File: src/rtl/shift_seq_ctrl_pkg.sv
// Shared definitions for the serial shift sequencer: default word width and FSM state encoding.
// Optional parity bit is enabled by defining SHIFT_SEQ_PARITY_EN.
package shift_seq_ctrl_pkg;

    localparam int unsigned DEFAULT_WIDTH = 4;

    typedef enum logic [1:0] {
        S_IDLE   = 2'd0,
        S_SHIFT  = 2'd1,
        S_PARITY = 2'd2,
        S_DONE   = 2'd3
    } state_t;

endpackage

File: src/rtl/shift_seq_ctrl_piso.sv
// Parallel-load, shift-enable register; q_out is the bit sitting at the output end.
// MSB_FIRST selects which end that is; vacated bits are zero-filled.
module shift_piso
    import shift_seq_ctrl_pkg::*;
#(
    parameter int unsigned WIDTH     = DEFAULT_WIDTH,
    parameter bit          MSB_FIRST = 1'b1
) (
    input  logic             clock,
    input  logic             clear,
    input  logic             load,
    input  logic             shift,
    input  logic [WIDTH-1:0] d,
    output logic             q_out
);

    logic [WIDTH-1:0] shreg;

    always_ff @(posedge clock) begin
        if (clear) begin
            shreg <= '0;
        end else if (load) begin
            shreg <= d;
        end else if (shift) begin
            if (MSB_FIRST) begin
                shreg <= {shreg[WIDTH-2:0], 1'b0};
            end else begin
                shreg <= {1'b0, shreg[WIDTH-1:1]};
            end
        end
    end

    assign q_out = MSB_FIRST ? shreg[WIDTH-1] : shreg[0];

endmodule

File: src/rtl/shift_seq_ctrl.sv
// Word-to-serial sequencer: valid/ready word intake, one bit per clock out, hold stalls, clear aborts.
// Define SHIFT_SEQ_PARITY_EN to append an even-parity bit after the data bits.
module shift_seq_ctrl
    import shift_seq_ctrl_pkg::*;
#(
    parameter int unsigned WIDTH     = DEFAULT_WIDTH,
    parameter bit          MSB_FIRST = 1'b1
) (
    input  logic             clock,
    input  logic             clear,
    input  logic [WIDTH-1:0] din,
    input  logic             din_valid,
    output logic             din_ready,
    input  logic             hold,
    output logic             sout,
    output logic             sout_valid,
    output logic             busy,
    output logic             done
);

    localparam int unsigned CW = (WIDTH > 2) ? $clog2(WIDTH) : 1;

    state_t        state;
    state_t        state_next;
    logic [CW-1:0] cnt;
    logic          accept;
    logic          advance;
    logic          data_bit;

    assign accept  = (state == S_IDLE) && din_valid;
    assign advance = (state == S_SHIFT) && !hold;

    shift_piso #(
        .WIDTH     (WIDTH),
        .MSB_FIRST (MSB_FIRST)
    ) u_piso (
        .clock (clock),
        .clear (clear),
        .load  (accept),
        .shift (advance),
        .d     (din),
        .q_out (data_bit)
    );

    always_ff @(posedge clock) begin
        if (clear) begin
            state <= S_IDLE;
        end else begin
            state <= state_next;
        end
    end

    // cnt counts remaining shifts; it parks at zero on the exit edge rather than wrapping
    always_ff @(posedge clock) begin
        if (clear) begin
            cnt <= '0;
        end else if (accept) begin
            cnt <= CW'(WIDTH - 1);
        end else if (advance && (cnt != '0)) begin
            cnt <= cnt - 1'b1;
        end
    end

`ifdef SHIFT_SEQ_PARITY_EN
    logic par;

    always_ff @(posedge clock) begin
        if (clear) begin
            par <= 1'b0;
        end else if (accept) begin
            par <= ^din;
        end
    end
`endif

    always_comb begin
        state_next = state;
        din_ready  = 1'b0;
        sout       = 1'b0;
        sout_valid = 1'b0;
        busy       = 1'b1;
        done       = 1'b0;
        case (state)
            S_IDLE: begin
                din_ready = 1'b1;
                busy      = 1'b0;
                if (din_valid) begin
                    state_next = S_SHIFT;
                end
            end
            S_SHIFT: begin
                sout       = data_bit;
                sout_valid = !hold;
                if (!hold && (cnt == '0)) begin
`ifdef SHIFT_SEQ_PARITY_EN
                    state_next = S_PARITY;
`else
                    state_next = S_DONE;
`endif
                end
            end
`ifdef SHIFT_SEQ_PARITY_EN
            S_PARITY: begin
                sout       = par;
                sout_valid = !hold;
                if (!hold) begin
                    state_next = S_DONE;
                end
            end
`endif
            S_DONE: begin
                done       = 1'b1;
                state_next = S_IDLE;
            end
            default: begin
                state_next = S_IDLE;
            end
        endcase
    end

endmodule

File: config.mk
export PLATFORM = sky130hd
export DESIGN_NAME = shift_seq_ctrl
export DESIGN_NICKNAME = d
export VERILOG_FILES = /design/src/rtl/shift_seq_ctrl_pkg.sv /design/src/rtl/shift_seq_ctrl_piso.sv /design/src/rtl/shift_seq_ctrl.sv
export SDC_FILE = /design/constraint.sdc
export NUM_CORES = 1
export LEC_CHECK = 0
export BUFFER_PORTS_ARGS = -buffer_cell sky130_fd_sc_hd__buf_4
export CORE_AREA = 4 4 41 43
export CTS_CLUSTER_SIZE = 16
export DETAILED_ROUTE_END_ITERATION = 12
export DIE_AREA = 0 0 45 47
export GPL_ROUTABILITY_DRIVEN = 0
export HOLD_SLACK_MARGIN = 0.06
export PLACE_DENSITY = 0.52
export SKIP_CTS_REPAIR_TIMING = 1
export SLEW_MARGIN = 15
export SYNTH_ARGS = -nofsm -noshare
export SYNTH_HDL_FRONTEND = slang
export SYNTH_SLANG_ARGS = --single-unit
File: constraint.sdc
create_clock -name clock -period 1.3 [get_ports clock]
set_clock_uncertainty 0.2 [all_clocks]
set_input_delay 0.325 -clock clock [delete_from_list [all_inputs] [get_ports clock]]
set_output_delay 0.325 -clock clock [all_outputs]
set_load 0.02 [all_outputs]
==> summary.md, run 1 <==
| Metric | Value |
|---|---|
| Outcome | complete, but fails checks |
| Violated checks | negative setup slack |
| Antenna viol nets, final | 0 |
| Worst-Margin Slew | 0.278 ns |
| Final routed wirelength across all metal layers | 1050 µm |
| Dpl cells | 79 |
| Most common library cell in the layout ignoring fill and taps | buf_4 |
| Total half-perimeter wirelength after legalization and detailed placement | 691 µm |
| Timing-limited maximum frequency | 590 MHz |
| Pre-Repair DR Iteration Count | 2 |
| Detailed-route DRC error count | 0 |
| Worst setup SP type | flip-flop |
| Global route overflow | 0 |
| Die Area | 0.00212 mm² |
| Seq/Total Area, Yosys | 0.409 |
| Largest net degree at the start of global routing | 9 |
| Power per Cell Area | 945 mW/mm² |
| IO buf count | 12 |
| Area contributors post-synth | dfxtp_1 41%, a211oi_2 6.4%, a21oi_1 5.1%, nor3_1 3.8%, a211oi_1 3.8% |
| Yosys cell types | 20 |
| Lkg Pwr | 0.317 nW |
| Max-Cap Viols | 0 |
| Buffers from clock root to sink, at most | 2 |
| Critical path start-end classification | flip-flop to output pin |
| YS warnings | 0 |
| Worst Path Max Fanout | 3 |
| Reg clk slew, reported paths | 0.06 ns |
| CTS sink cnt | 8 |
| Max_slew headroom | 0.814 |
| Post-synth top area cell | dfxtp_1 |
| Endpoint of the lowest-slack register-to-register path | u_piso.shreg[0] |
| DIE HEIGHT | 47 µm |
| Number of synthesized register bits | 8 |
| Number of design-rule violations left by the first detailed-router iteration | 7 |
| Internal reg-to-reg setup slack | -0.19 ns |
| Worst hold-check slack | 0.105 ns |
| Post-Route Setup TNS | -2.82 ns |
| Initial core utilization | 0.301 |
| Wire length per cell | 12.3 µm |
| Worst hold start | clear |
| Total number of nets in the final design | 81 |
| Synthesis-to-finish area growth | 91.4% |
| Placement Cell Area | 602 µm² |
| Clock network latency to the later pin of the worst-skew pair | 0.26 ns |
| Vias post-DR | 411 |
| Wire length of the first global-routing pass | 1550 µm |
| Average instance area after synthesis | 9.11 µm² |
| Top-level port count | 13 |
| CTS H-tree depth | 1 |
| Post-synth design cell area | 392 µm² |
| Net count after synthesis | 52 |
| Number of standard cells after synthesis | 43 |
| Path type of the worst min-delay path | input pin to flip-flop |
| Register-to-Register Path Depth | 5 |
| Setup-violating endpoint count in the final report | 12 |
| Final Non-Filler Cells | 85 |
| Root buf cell | clkbuf_4 |
| Number of antenna violations at the first check in global routing | 0 |
| CTS tree | done |
| X dimension of the die | 45 µm |
| Unrepaired setup endpoints after global routing | true |
| Required time of the worst setup path | 0.77 ns |
| CP Data Arrival Time | 1.17 ns |
| Antenna diode count | 0 |
| Crit path capture type | output pin |
| Post-route fraction of the period consumed by the critical path | 1.30 |
| Cell depth of the worst hold path | 2 |
| Vias in the first global route | 373 |
| Post-route minimum period | 1.70 ns |
| Max Transition Viols Final | 0 |
| Area of the core | 0.00130 mm² |
| Final hold violation count | 0 |
| Site row count | 13 |
| Via density per instance | 4.84 |
| Commonest cells after routing, fill and taps aside | 15 x buf_4, 10 x buf_6, 4 x a211oi_2, 4 x dfxtp_2, 4 x dfxtp_1 |
| Hold Crit Endpoint | cnt[0] |
| Worst Slack Setup Final | -0.396 ns |
| Post-Layout Inst Area | 749 µm² |
| Max rail drop VDD | 645 µV |
| Fraction of layout instances using a drive strength above 1 | 0.814 |
| Area share of the largest cell type after synthesis | 0.409 |
| Tot GR Track Use | 0.111 |
| Number of buffers created by CTS | 3 |
| Crit Reg-Reg Startpoint | state[0] |
-- synth_stat cells --
cell type / instances
a21oi_1: 4
ha_1: 1
and3b_2: 1
inv_1: 3
nor3b_1: 2
a211oi_1: 2
or3b_1: 1
nor4b_2: 1
dfxtp_1: 8
nand2_1: 3
and2_2: 1
clkbuf_1: 1
nand3_1: 2
or3b_2: 1
nor2_1: 4
buf_6: 1
nor3_1: 3
a22oi_1: 1
clkinv_4: 1
a211oi_2: 2
-- registers in the layout (all words and copies together), names as in the netlist --
| register | flops |
|---|---|
| u_piso.shreg | 4 |
| state | 2 |
| cnt | 2 |
-- per-layer routing --
metal	wire (µm)	vias up	GRT usage	share of wire
met5	0	-	0	0
met4	25	0	0.0877	0.024
met3	55	4	0.0575	0.052
met2	563	10	0.167	0.54
met1	404	193	0.116	0.39
li1	-	204	-	-
-- worst max-delay path by stage --
stage                     cells past startpoint  startpoint    endpoint  slack (ns)
after floorplan                               3    state[0]  sout_valid       -0.12
after global placement                        4        hold  sout_valid       -0.35
after detailed placement                      4        hold  sout_valid       -0.35
after CTS                                     3    state[0]  sout_valid       -0.49
after global routing                          3    state[0]  sout_valid       -0.44
final                                         3    state[0]  sout_valid       -0.40
-- power by group --
| part | total, W | internal [W] | switching, W |
|---|---|---|---|
| Combinational | 0.000231 | 0.000129 | 0.000102 |
| Clock | 0.000198 | 0.000106 | 0.0000914 |
| Sequential | 0.000280 | 0.000268 | 0.0000122 |
| Total | 0.000708 | 0.000503 | 0.000205 |
-- stage by stage --
| step | setup WS, ns | power, W | utilization |
|---|---|---|---|
| 2_1_floorplan | -0.125 | 0.000383 | - |
| 3_3_place_gp | -0.348 | 0.000456 | 0.463 |
| 3_5_place_dp | -0.349 | 0.000458 | 0.463 |
| 4_1_cts | -0.494 | 0.000665 | 0.480 |
| 5_1_grt | -0.437 | 0.000757 | 0.576 |
| 6_report | -0.396 | 0.000708 | 0.576 |
-- kinds of logic (layout without fill, tap and decap cells) --
group,Yosys count,after routing,share of synthesized area
AO/OA/AOI/OAI,9,9,0.173
adder cells (fa/ha/maj),1,1,0.0319
buffers and inverters,6,33,0.0894
flip-flops,8,8,0.409
AND/OR/NAND/NOR,19,19,0.297
-- worst max-delay path, stage by stage (launching register included) --
cell and delay (ns):
dfxtp_2 0.33, or3b_4 0.42, clkinv_8 0.06, buf_8 0.10
-- final cells by class --
type	instances	area [µm²]
clock buffers	3	22.5
fillers	122	552
inverters	4	27.5
multi-input cells	29	275
flip-flops and latches	8	165
well taps	15	18.8
repair buffers	26	240
Power figures use the tool's default switching activity.
==> run 2, diff against run 1 <==
PLACE_DENSITY = 0.56   (was 0.52)
==> summary.md, run 2 (synthesis results as in run 1) <==
| Metric | Value |
|---|---|
| Violated checks | negative setup slack |
| Placement-stage worst setup slack | -0.357 ns |
| Total number of nets in the final design | 81 |
| Buffers from clock root to sink, at most | 2 |
| Wire length of the first global-routing pass | 1350 µm |
| Total half-perimeter wirelength after legalization and detailed placement | 669 µm |
| Vias in the first global route | 341 |
| Slowest CP cell | or3b_4 |
| Area of the core | 0.00130 mm² |
| Post-route fraction of the period consumed by the critical path | 1.28 |
| Antenna viol nets, final | 0 |
| Root buf cell | clkbuf_4 |
| CP Cell Sequence | or3b_4 -> clkinv_8 -> buf_8 |
| Setup-violating endpoint count in the final report | 12 |
| Worst Slack Setup Final | -0.367 ns |
| Detailed-route DRC error count | 0 |
| Number of buffers created by CTS | 3 |
| CP Data Arrival Time | 1.14 ns |
| Fraction of layout instances using a drive strength above 1 | 0.743 |
| Area used by multi-input combinational logic | 260 µm² |
| CTS sink cnt | 8 |
| Crit Reg-Reg Startpoint | state[0] |
| Dpl cells | 78 |
| IO buf count | 12 |
| Site row count | 13 |
| Met3 track demand over resource in global routing | 0.0383 |
| Layer carrying the most global-route usage | met2 |
| Internal reg-to-reg setup slack | -0.15 ns |
| Worst-Margin Slew | 0.287 ns |
| Synthesis-to-finish area growth | 86.6% |
| DIE HEIGHT | 47 µm |
| Final Non-Filler Cells | 85 |
| Tot GR Track Use | 0.0941 |
| Endpoint of the lowest-slack register-to-register path | u_piso.shreg[1] |
| Worst hold-check slack | 0.113 ns |
| Logic gate share of total power | 0.324 |
| Vias post-DR | 391 |
| Max Transition Viols Final | 0 |
| Power per Cell Area | 935 mW/mm² |
| Pre-Repair DR Iteration Count | 2 |
| Fraction of met2 tracks used by global routing | 0.150 |
| Max rail drop VDD | 480 µV |
| Max_slew headroom | 0.808 |
| Largest net degree at the start of global routing | 9 |
| Unrepaired setup endpoints after global routing | true |
| Top-level port count | 13 |
| Flop pwr share | 0.408 |
| X dimension of the die | 45 µm |
| Via density per instance | 4.60 |
| Most common library cell in the layout ignoring fill and taps | buf_4 |
| Critical path start-end classification | flip-flop to output pin |
| Final hold violation count | 0 |
| Required time of the worst setup path | 0.77 ns |
| Largest reg by FF count | u_piso.shreg |
| Register-to-Register Path Depth | 5 |
| Antenna diode count | 0 |
| Die Area | 0.00212 mm² |
| Max-Cap Viols | 0 |
| Worst hold start | clear |
| Timing-limited maximum frequency | 600 MHz |
| Largest regs | u_piso.shreg (4), cnt (2), state (2) |
| Worst Path Max Fanout | 2 |
| Wire length per cell | 11.2 µm |
| NetSw | 0.000184 W |
| Final routed wirelength across all metal layers | 950 µm |
| Power Internal | 0.000500 W |
| Hold Crit Endpoint | u_piso.shreg[2] |
| Outcome | complete, but fails checks |
| Final-layout fill cell count | 123 |
| Power share of the clock group | 0.268 |
| Area of all sequential standard cells | 165 µm² |
| Switching portion of total power | 0.269 |
| CTS H-tree depth | 1 |
| Worst path max stage delay | 0.42 ns |
| Worst setup SP type | flip-flop |
| Path type of the worst min-delay path | input pin to flip-flop |
| Clock network latency to the later pin of the worst-skew pair | 0.25 ns |
| Commonest cells after routing, fill and taps aside | 16 x buf_4, 9 x buf_6, 4 x dfxtp_2, 4 x dfxtp_1 |
| Initial core utilization | 0.301 |
| Final standard cell utilization of the core | 0.562 |
| Cell depth of the worst hold path | 2 |
| Number of design-rule violations left by the first detailed-router iteration | 3 |
| CTS tree | done |
| Lkg Pwr | 0.314 nW |
| Reg clk slew, reported paths | 0.05 ns |
| Global route overflow | 0 |
| Number of antenna violations at the first check in global routing | 0 |
| Post-route minimum period | 1.67 ns |
| Crit path capture type | output pin |
| Grt met1 use | 0.100 |
| Number of flip-flops under the largest register name | 4 |
## run 2: worst max path at each step
stage,cells past startpoint,startpoint,to,slack (ns)
after global placement,4,hold,sout_valid,-0.36
final,3,state[0],sout_valid,-0.37
after floorplan,3,state[0],sout_valid,-0.12
after CTS,3,state[0],sout_valid,-0.50
after detailed placement,4,hold,sout_valid,-0.36
after global routing,3,state[0],sout_valid,-0.41
## run 2: final cells by class
type / count / share of cell area
clock buffers: 3 / 0.0308
inverters: 4 / 0.0377
multi-input cells: 29 / 0.356
flip-flops and latches: 8 / 0.226
well taps: 15 / 0.0257
repair buffers: 26 / 0.324
## run 2: critical path, delay by kind of cell, from the launching register on
| kind | cells | cell delay (ns) |
|---|---|---|
| simple gates | 1 | 0.42 |
| flops | 1 | 0.32 |
| buf+inv | 2 | 0.16 |
## run 2: stage by stage
| stage | power, W | instance area, µm² | TNS (ns) |
|---|---|---|---|
| 4_1_cts | 0.000654 | 617 | -2.60 |
| 3_5_place_dp | 0.000457 | 594 | -2.05 |
| 3_3_place_gp | 0.000454 | 594 | -2.07 |
| 5_1_grt | 0.000733 | 731 | -2.95 |
| 6_report | 0.000683 | 731 | -2.46 |
| 2_1_floorplan | 0.000383 | 425 | -0.583 |
## run 2: layer usage
| metal | vias up | routed length [µm] |
|---|---|---|
| li1 | 205 | - |
| met1 | 174 | 453 |
| met2 | 12 | 427 |
| met3 | 0 | 68 |
| met4 | 0 | 0 |
| met5 | - | 0 |
## run 2: power groups by stage
stage / sequential (W) / clock (W) / combinational (W)
finish: 0.000278 / 0.000183 / 0.000222
global route: 0.000281 / 0.000213 / 0.000240
CTS: 0.000278 / 0.000202 / 0.000174
detailed placement: 0.000283 / 0 / 0.000174
global placement: 0.000283 / 0 / 0.000171
floorplan: 0.000285 / 0 / 0.0000983
==> run 3, diff against run 2 <==
--- a/config.mk
+++ b/config.mk
@@ -15,5 +15,4 @@
 export PLACE_DENSITY = 0.56
 export SKIP_CTS_REPAIR_TIMING = 1
-export SLEW_MARGIN = 15
 export SYNTH_ARGS = -nofsm -noshare
 export SYNTH_HDL_FRONTEND = slang
==> constraint.sdc (replaced) <==
create_clock -name clock -period 1.3 [get_ports clock]
set_clock_uncertainty 0.2 [all_clocks]
set_input_delay 0.13 -clock clock [delete_from_list [all_inputs] [get_ports clock]]
set_output_delay 0.13 -clock clock [all_outputs]
set_load 0.02 [all_outputs]
==> summary.md, run 3 (synthesis results as in run 1) <==
| Metric | Value |
|---|---|
| Endpoint of the lowest-slack register-to-register path | u_piso.shreg[2] |
| Buffers from clock root to sink, at most | 2 |
| Crit Reg-Reg Startpoint | state[0] |
| Unrepaired setup endpoints after global routing | true |
| Max Transition Viols Final | 0 |
| Power share of the clock group | 0.283 |
| CTS sink cnt | 8 |
| Max_slew headroom | 0.851 |
| NetSw | 0.000212 W |
| Setup-violating endpoint count in the final report | 11 |
| Worst setup SP type | flip-flop |
| Flop pwr share | 0.381 |
| DIE HEIGHT | 47 µm |
| X dimension of the die | 45 µm |
| Area of the core | 0.00130 mm² |
| Vias in the first global route | 392 |
| Largest net degree at the start of global routing | 9 |
| Number of flip-flops under the largest register name | 4 |
| Total number of nets in the final design | 86 |
| Initial core utilization | 0.301 |
| Commonest cells after routing, fill and taps aside | 17 x buf_4, 7 x buf_6, 6 x dlygate4sd3_1 |
| Worst path max stage delay | 0.44 ns |
| Post-layout total power | 0.000737 W |
| Number of antenna violations at the first check in global routing | 0 |
| Final routed wirelength across all metal layers | 1210 µm |
| Clock network latency to the later pin of the worst-skew pair | 0.25 ns |
| Wire length of the first global-routing pass | 1630 µm |
| Global route overflow | 0 |
| Synthesis-to-finish area growth | 105% |
| CP Cell Sequence | or3b_4 -> clkinv_8 -> buf_8 |
| Worst Path Max Fanout | 5 |
| Number of design-rule violations left by the first detailed-router iteration | 9 |
| Root buf cell | clkbuf_4 |
| Fraction of layout instances using a drive strength above 1 | 0.724 |
| Required time of the worst setup path | 0.97 ns |
| Crit path capture type | output pin |
| Post-route fraction of the period consumed by the critical path | 1.18 |
| Most common library cell in the layout ignoring fill and taps | buf_4 |
| Detailed-route DRC error count | 0 |
| Post-route minimum period | 1.54 ns |
| Largest regs | u_piso.shreg (4), cnt (2), state (2) |
| Number of buffers created by CTS | 3 |
| Site row count | 13 |
| Power Internal | 0.000524 W |
| CTS H-tree depth | 1 |
| Violated checks | negative setup slack |
| Pre-Repair DR Iteration Count | 4 |
| IO buf count | 12 |
| CP Data Arrival Time | 1.21 ns |
| Antenna diode count | 0 |
| Slowest CP cell | or3b_4 |
| Final-layout fill cell count | 118 |
| Top-level port count | 13 |
| Vias post-DR | 434 |
| Max rail drop VDD | 678 µV |
| Total half-perimeter wirelength after legalization and detailed placement | 732 µm |
| Largest reg by FF count | u_piso.shreg |
| Timing-limited maximum frequency | 651 MHz |
| CTS tree | done |
| Internal reg-to-reg setup slack | -0.15 ns |
| Outcome | complete, but fails checks |
| Power per Cell Area | 919 mW/mm² |
| Logic gate share of total power | 0.336 |
| Wire length per cell | 13.2 µm |
| Die Area | 0.00212 mm² |
| Placement-stage worst setup slack | -0.158 ns |
| Final hold violation count | 0 |
| Path type of the worst min-delay path | input pin to flip-flop |
| Tot GR Track Use | 0.109 |
| Lkg Pwr | 0.336 nW |
| Setup crit start | state[0] |
| Antenna viol nets, final | 0 |
| Switching portion of total power | 0.288 |
| Critical path start-end classification | flip-flop to output pin |
| Worst Slack Setup Final | -0.237 ns |
| Register-to-Register Path Depth | 5 |
| Worst-Margin Slew | 0.222 ns |
| Via density per instance | 4.77 |
| Reg clk slew, reported paths | 0.06 ns |
| Max-Cap Viols | 0 |
| Worst setup path end | sout_valid |
==> run 3: area by class of cell <==
type / count / area (µm²) / area share
timing repair buffer: 31 / 282 / 0.351
multi-input combinational: 29 / 280 / 0.349
sequential: 8 / 168 / 0.209
inverter: 4 / 27.5 / 0.0343
clock buffer: 4 / 26.3 / 0.0328
tap: 15 / 18.8 / 0.0234
==> run 3: how the worst min path moves through the flow <==
stage	startpoint	endpoint	slack (ns)	cells after the start
global placement	clear	u_piso.shreg[3]	0.17	2
CTS	clear	u_piso.shreg[2]	-0.09	2
finish	hold	state[1]	0.06	3
global route	hold	state[1]	0.06	3
detailed placement	clear	u_piso.shreg[2]	0.18	2
floorplan	din[0]	u_piso.shreg[0]	0.07	2
==> run 3: per-stage QoR <==
stage | cells | hold WS (ns) | setup TNS (ns) | cell area, µm² | util
after floorplan | 43 | 0.0659 | -0.320 | 448 | -
final | 91 | 0.0552 | -1.53 | 802 | 0.616
after detailed placement | 74 | 0.179 | -0.812 | 587 | 0.451
after CTS | 78 | -0.0887 | -2.14 | 613 | 0.471
after global placement | 74 | 0.175 | -0.696 | 587 | 0.451
after global routing | 91 | 0.0598 | -2.07 | 802 | 0.616
==> run 3: per-layer routing <==
layer  vias up  part of all wire  wire (µm)  GRT usage
met5         -                 0          0          0
met4         0                 0          0     0.0351
met3         0             0.051         61     0.0345
met2         9              0.55        663      0.201
met1       208              0.40        480      0.117
li1        217                 -          -          -
==> run 3: critical path, delay by kind of cell (launching register included) <==
| kind | cells | cell delay (ns) |
|---|---|---|
| buffers and inverters | 2 | 0.18 |
| DFF | 1 | 0.34 |
| and+or+nand+nor | 1 | 0.44 |
==> run 3: power by group through the flow <==
stage	Sequential (W)	Clock [W]	Combinational (W)
after global routing	0.000282	0.000234	0.000268
after CTS	0.000278	0.000215	0.000174
final	0.000280	0.000209	0.000248
after detailed placement	0.000284	0	0.000172
after global placement	0.000284	0	0.000170
after floorplan	0.000286	0	0.000104
